## src/rtl/patch_sum_accum.sv

```systemverilog
// 5x5 patch row/column sum accumulator with a valid/ready hold stage for mean_calc.
// Optional macro PATCH_SUM_TOTAL_EN adds a 17-bit whole-patch sum output.
module patch_sum_accum #(
    parameter int pixelBitWidth = 12
) (
    input  logic                     clk,
    input  logic                     rst,
    input  logic [pixelBitWidth-1:0] pix_in,
    input  logic                     pix_valid,
    input  logic                     pix_sop,
    output logic                     pix_ready,
    output logic [15:0]              r1,
    output logic [15:0]              r2,
    output logic [15:0]              r3,
    output logic [15:0]              r4,
    output logic [15:0]              r5,
    output logic [15:0]              c1,
    output logic [15:0]              c2,
    output logic [15:0]              c3,
    output logic [15:0]              c4,
    output logic [15:0]              c5,
    output logic                     out_valid,
    input  logic                     out_ready,
`ifdef PATCH_SUM_TOTAL_EN
    output logic [16:0]              patch_sum,
`endif
    output logic                     resync
);

    typedef enum logic {ACCUM, HOLD} state_t;

    state_t      state;
    state_t      state_nxt;
    logic [15:0] row_acc [5];
    logic [15:0] col_acc [5];
    logic [2:0]  row_cnt;
    logic [2:0]  col_cnt;
    logic [15:0] pix_ext;
    logic        accept;
    logic        last;
    logic        restart;
`ifdef PATCH_SUM_TOTAL_EN
    logic [16:0] total_acc;
`endif

    assign pix_ext = 16'(pix_in);
    assign accept  = pix_valid & (state == ACCUM);
    assign last    = (row_cnt == 3'd4) && (col_cnt == 3'd4);
    // A start marker away from (0,0) abandons the partial patch.
    assign restart = accept & pix_sop & ((row_cnt != 3'd0) || (col_cnt != 3'd0));

    always_ff @(posedge clk) begin
        if (rst) state <= ACCUM;
        else     state <= state_nxt;
    end

    always_comb begin
        state_nxt = state;
        pix_ready = 1'b0;
        out_valid = 1'b0;
        case (state)
            ACCUM: begin
                pix_ready = 1'b1;
                if (accept && last && !restart) state_nxt = HOLD;
            end
            HOLD: begin
                out_valid = 1'b1;
                if (out_ready) state_nxt = ACCUM;
            end
            default: state_nxt = ACCUM;
        endcase
    end

    always_ff @(posedge clk) begin
        if (rst || (state == HOLD && out_ready)) begin
            for (int i = 0; i < 5; i++) begin
                row_acc[i] <= 16'd0;
                col_acc[i] <= 16'd0;
            end
            row_cnt <= 3'd0;
            col_cnt <= 3'd0;
        end else if (restart) begin
            for (int i = 0; i < 5; i++) begin
                row_acc[i] <= (i == 0) ? pix_ext : 16'd0;
                col_acc[i] <= (i == 0) ? pix_ext : 16'd0;
            end
            row_cnt <= 3'd0;
            col_cnt <= 3'd1;
        end else if (accept) begin
            for (int i = 0; i < 5; i++) begin
                if (row_cnt == 3'(i)) row_acc[i] <= row_acc[i] + pix_ext;
                if (col_cnt == 3'(i)) col_acc[i] <= col_acc[i] + pix_ext;
            end
            if (col_cnt == 3'd4) begin
                col_cnt <= 3'd0;
                row_cnt <= (row_cnt == 3'd4) ? 3'd0 : row_cnt + 3'd1;
            end else begin
                col_cnt <= col_cnt + 3'd1;
            end
        end
    end

`ifdef PATCH_SUM_TOTAL_EN
    always_ff @(posedge clk) begin
        if (rst || (state == HOLD && out_ready)) total_acc <= 17'd0;
        else if (restart)                        total_acc <= 17'(pix_in);
        else if (accept)                         total_acc <= total_acc + 17'(pix_in);
    end

    assign patch_sum = total_acc;
`endif

    always_ff @(posedge clk) begin
        if (rst) resync <= 1'b0;
        else     resync <= restart;
    end

    assign r1 = row_acc[0];
    assign r2 = row_acc[1];
    assign r3 = row_acc[2];
    assign r4 = row_acc[3];
    assign r5 = row_acc[4];
    assign c1 = col_acc[0];
    assign c2 = col_acc[1];
    assign c3 = col_acc[2];
    assign c4 = col_acc[3];
    assign c5 = col_acc[4];

endmodule

```

## config.mk

```make
export PLATFORM = sky130hd
export DESIGN_NAME = patch_sum_accum
export DESIGN_NICKNAME = d
export VERILOG_FILES = /design/src/rtl/patch_sum_accum.sv
export SDC_FILE = /design/constraint.sdc
export NUM_CORES = 1
export LEC_CHECK = 0
export CAP_MARGIN = 20
export CORE_UTILIZATION = 56
export DETAILED_ROUTE_END_ITERATION = 6
export GPL_ROUTABILITY_DRIVEN = 0
export PLACE_DENSITY = 0.82
export SLEW_MARGIN = 20
export SYNTH_ARGS = -nofsm -noshare
export SYNTH_HDL_FRONTEND = slang
export SYNTH_SLANG_ARGS = --single-unit
```

## constraint.sdc

```tcl
create_clock -name clk -period 3.06 [get_ports clk]
set_input_delay 0.459 -clock clk [delete_from_list [all_inputs] [get_ports clk]]
set_output_delay 0.459 -clock clk [all_outputs]
set_load 0.02 [all_outputs]
```

# Yosys cells after proc, flatten, opt, wreduce, memory -nomap -nowiden
# Memories as Yosys holds them, arrays and structs flattened.
# Index checks and enable logic that the tools add are counted.
# totals
reg_bits	8
mem_bits_rw	160
out_inout_bits	163
wordCells	149
memories	2
# classes
addsub	12
n_eq_ne	8
mux	84
bitwise	24
reduce_logical	14
# mem_list
name	depth	word_bits	rd	rd_ports_with_merged_regs	wr	line_no	source
col_acc	5	16	5	0	5	35	logic [15:0] col_acc [5];
row_acc	5	16	5	0	5	34	logic [15:0] row_acc [5];
# ops
op	count
16-bit 2-to-1 mux	20
16-bit by 12-bit adder with 16-bit output	10
1-bit 2-to-1 mux	61
1-bit bitwise OR	20
3-bit by 2-bit == test with 1-bit output, second input constant	4
3-bit by 1-bit adder with 3-bit output, second input constant	2
3-bit by 1-bit == test with 1-bit output, second input constant	2
3-bit == test, second input constant	2
3-bit logical NOT	2
3-bit 2-to-1 mux	2
3-bit nonzero test	2
1-bit logical AND	4
1-bit AND	3
1-bit logical OR	2
1-bit one-hot mux with 2 select lines	1
2-bit AND reduction	1
2-bit nonzero test	1
2-bit OR reduction	1
1-bit logical NOT	1
1-bit NOT	1

# Logic depth before layout (Yosys ltp)
# logic_depth
depth_word	9
depth_mapped	9
mapped_depth_nobuf	9

# Least setup slack after synthesis
# OpenSTA, ideal clock, no wires.
# synth_path
path_kind	reg-to-reg
start	register col_cnt[0]
end	memory row_acc[4][0], in the netlist row_acc[0][64], enable pin
arrival_time_ps	2288
t_required_ps	2668
setup_slack_ps	380
path_stages_with_launch	7
synth_period_minus_slack_ps	2680
cell_sequence	dfxtp_1 inv_1 ha_1 nand4bb_4 and2_1 or3_1 o21bai_1
# synth_rtl
item	line_no	source
start, declared	37	logic [2:0] col_cnt;
start signal, assigned	98	col_cnt <= col_cnt + 3'd1;
end, declared	34	

==> flow_summary.toml <==
[pwr]
power.density_nw_per_um2 = 536
p_leak_nw = 6.25
pwr-share-seq_pct = 36.8
p_comb_share_pct = 35.3
p_sw_mw = 2.72
irDropWorstVdd_v = 0.000436
pwr-share-clk_pct = 27.9
netSwitchingFraction_pct = 33.2
internal_power_mw = 5.48

[global_route]
grt_pass1_vias = 10011
grt_usage_pct = 29.4
grt_max_degree = 33
antenna_found_initial = 0
overflow = 0
grt_pass1_wl_mm = 50.3

[final_layout]
final_util_pct = 72.9
fin_nets = 1603
antenna_cells = 0
syn_to_final_growth_pct = 27.4
drive_above_1_share_pct = 7.88
stdcell_count = 1734
final_cell_area_um2 = 15300
nFillCells = 1467

[yosys]
synth-xor-area-share_pct = 6.99
yosys.area.top_type_share_pct = 39.9
synth_mux_area_share_pct = 0.499
syn_avg_cell_area_um2 = 10.0
synthSimpleGateAreaFrac_pct = 14.4
async_reset_ff_share_pct = 0
synth_top_area_cell = "edfxtp_1"
synthTopCellsByArea = "edfxtp_1 40%, ha_1 14%, a21oi_1 4.4%, xor2_1 4.4%, nor2_1 4.1%"
yosysSeqAreaShare_pct = 41.3
ys_warn_count = 0
synth_top_family_by_area = "compound AO/OA/AOI/OAI gates"
ys_seq_elements = 168
synth_cell_types = 63
ys.flop_type = "edfxtp_1"
syn-num-nets = 1355
syn_inst = 1198
synth_compound_area_share_pct = 20.1
netlist_area_um2 = 12000
synthAdderAreaFrac_pct = 15.2
synth_edf_count = 160

[critical_path]
crit_fanout = 12
slowest_delay_ns = 0.45
slowest_stage = "clkdlybuf4s50_1"
crit_chain = "clkdlybuf4s50_1 -> buf_12 -> ha_1 -> fa_1 -> a211oi_1 -> o21ba_2 -> o21ai_0 -> a31oi_1 -> xor2_1 -> nor2_1"
arrival_ns = 2.94
worstSetupPathType = "in2reg"
required_ns = 3.22
startpoint_type = "input pin"
endpoint_kind = "flop"

[die]
die_h_um = 149
die_area_um2 = 22100
core_um2 = 21000
io_pins = 180
dieWidth_um = 149
std_cell_rows = 53
initial_utilization_pct = 57.2

[route]
via_count = 10468
vias_per_cell = 6.04
wl_mm = 31.7
drcViolationCount = 0
first_pass_iters = 5
drtAntennaViolNets = 0
drtIter0Drc = 592
post_drt_wl_per_cell_um = 18.3

[place]
place_area_um2 = 14700
dp_cells = 1702
dpl_worst_slack_ns = -0.139
hpwlAfterDp_mm = 23.6
io_buffers = 179

[cts]
clock_latency_ns = 0.43
clock_path_buffers = 2
cts_resized = 0
post_cts_buffers = 0
holdBufCountCts = 0
path_clk_slew_ns = 0.07
cts_htree_levels = 4
cts_buffers = 17
tritoncts = "done"
cts_root_buf = "clkbuf_16"
clock-sinks = 168

[timing]
final-setup-viol-count = 0
hold_viol = 0
period_share_pct = 91.0
worst_slack_ns = 0.277
holdWs_ns = 0.563
slew-limit-headroom_pct = 49.3
skew_ns = 0.0126
tightest_slew_ns = 0.760
fmax_mhz = 359
min_period_ns = 2.78
rsz0062_at_grt = "false"
slew_violations = 0

[min_path]
hp-class = "reg2reg"

[flow_run]
drv_cap = 0

[run_status]
status = "complete, no violations"
## worst max-delay path, delay by kind of cell
kind | cells | cell delay [ns]
AO/OA/AOI/OAI | 4 | 1.01
buffers and inverters | 2 | 0.62
adder cells (fa/ha/maj) | 2 | 0.61
XOR/XNOR | 1 | 0.18
AND/OR/NAND/NOR | 1 | 0.05
## synth_stat cells, drive strengths merged (12+ instances only)
master and count:
a21o 45, clkbuf 24, o21a 24, nand3 21
a21oi 105, nor2 131, xnor2 36, and2 29
or3 12, a211oi 28, nand2 76, nor2b 13
ha 130, a31oi 13, xor2 60, o21ai 84
nor3 30, edfxtp 160, inv 25
## flip-flops by register name, summed over array words and instances, names as in the netlist
| signal | flops |
|---|---|
| row_cnt | 3 |
| col_acc | 80 |
| row_acc | 80 |
| resync | 1 |
| col_cnt | 3 |
| state | 1 |
## power groups by stage
stage | clock network, mW | logic [mW] | registers (mW)
4_1_cts | 2.32 | 2.88 | 3.02
2_1_floorplan | 0 | 1.57 | 3.29
3_3_place_gp | 0 | 2.77 | 3.06
3_5_place_dp | 0 | 2.85 | 3.06
6_report | 2.29 | 2.89 | 3.02
5_1_grt | 2.39 | 3.17 | 3.05
## cell type report
class                           instances  area (µm²)  share of cell area (%)
Inverter                               25        93.8                   0.613
Multi-Input combinational cell        980        6890                    45.0
Clock inverter                         12         174                    1.14
Timing Repair Buffer                  254        2420                    15.8
Tap cell                              275         344                    2.25
Sequential cell                       168        4960                    32.4
Clock buffer                           20         437                    2.85
## cell usage in the layout (no fill, tap or decap), types with 5 or more instances in the layout
master           netlist  layout
nand2b_1              11      10
or3_1                 12      12
nor3b_1                8       8
a211o_1                5       5
o21a_1                24      24
xnor2_1               36      36
clkdlybuf4s50_1        0     179
buf_12                 0       5
buf_4                  0      70
a21o_1                45      45
a21oi_1              105     105
and3_1                10      10
o211ai_1              11      11
a211oi_1              27      27
nand2_1               76      76
fa_1                  10      10
ha_1                 130     130
o21ai_0               82      82
inv_1                 25      25
nand3_1               21      21
mux2i_1                6       6
dfxtp_1                8       8
xor2_1                60      60
o21bai_1               9       9
and2_1                29      29
a31oi_1               13      13
nor3_1                30      29
o22ai_1                5       5
edfxtp_1             160     160
nor2_1               130     130
nand4_1               10      10
nor2b_1               13      13
clkbuf_16              0      17
## per-stage QoR
| stage | TNS [ns] | power [mW] |
|---|---|---|
| 2_1_floorplan | 0 | 4.86 |
| 3_3_place_gp | -0.101 | 5.82 |
| 3_5_place_dp | -1.52 | 5.92 |
| 4_1_cts | 0 | 8.21 |
| 5_1_grt | 0 | 8.60 |
| 6_report | 0 | 8.20 |
## kinds of logic after synthesis
kind of cell	count (synthesis)
simple gates	362
fa+ha+maj	140
xor+xnor	96
flops	168
compound gates	376
buf+inv	50
mux	6
## metal layers
metal	GRT usage, %	vias to the layer above	part of all wire (%)
li1	-	5021	-
met1	37.7	4982	42
met2	46.9	395	46
met3	6.04	70	8.1
met4	14.7	0	4.3
met5	0	-	0
## final timing paths
kind                            slack (ns)  cells after the start       start        endpoint
worst max-delay path                  0.28                     10   pix_in[0]  col_acc[0][44]
worst min-delay path                  0.56                      2  row_cnt[1]      row_cnt[1]
worst max register to register        0.43                      8  col_cnt[0]  col_acc[0][16]
worst min register to register        0.56                      2  row_cnt[1]      row_cnt[1]
(Power assumes the default switching activity.)
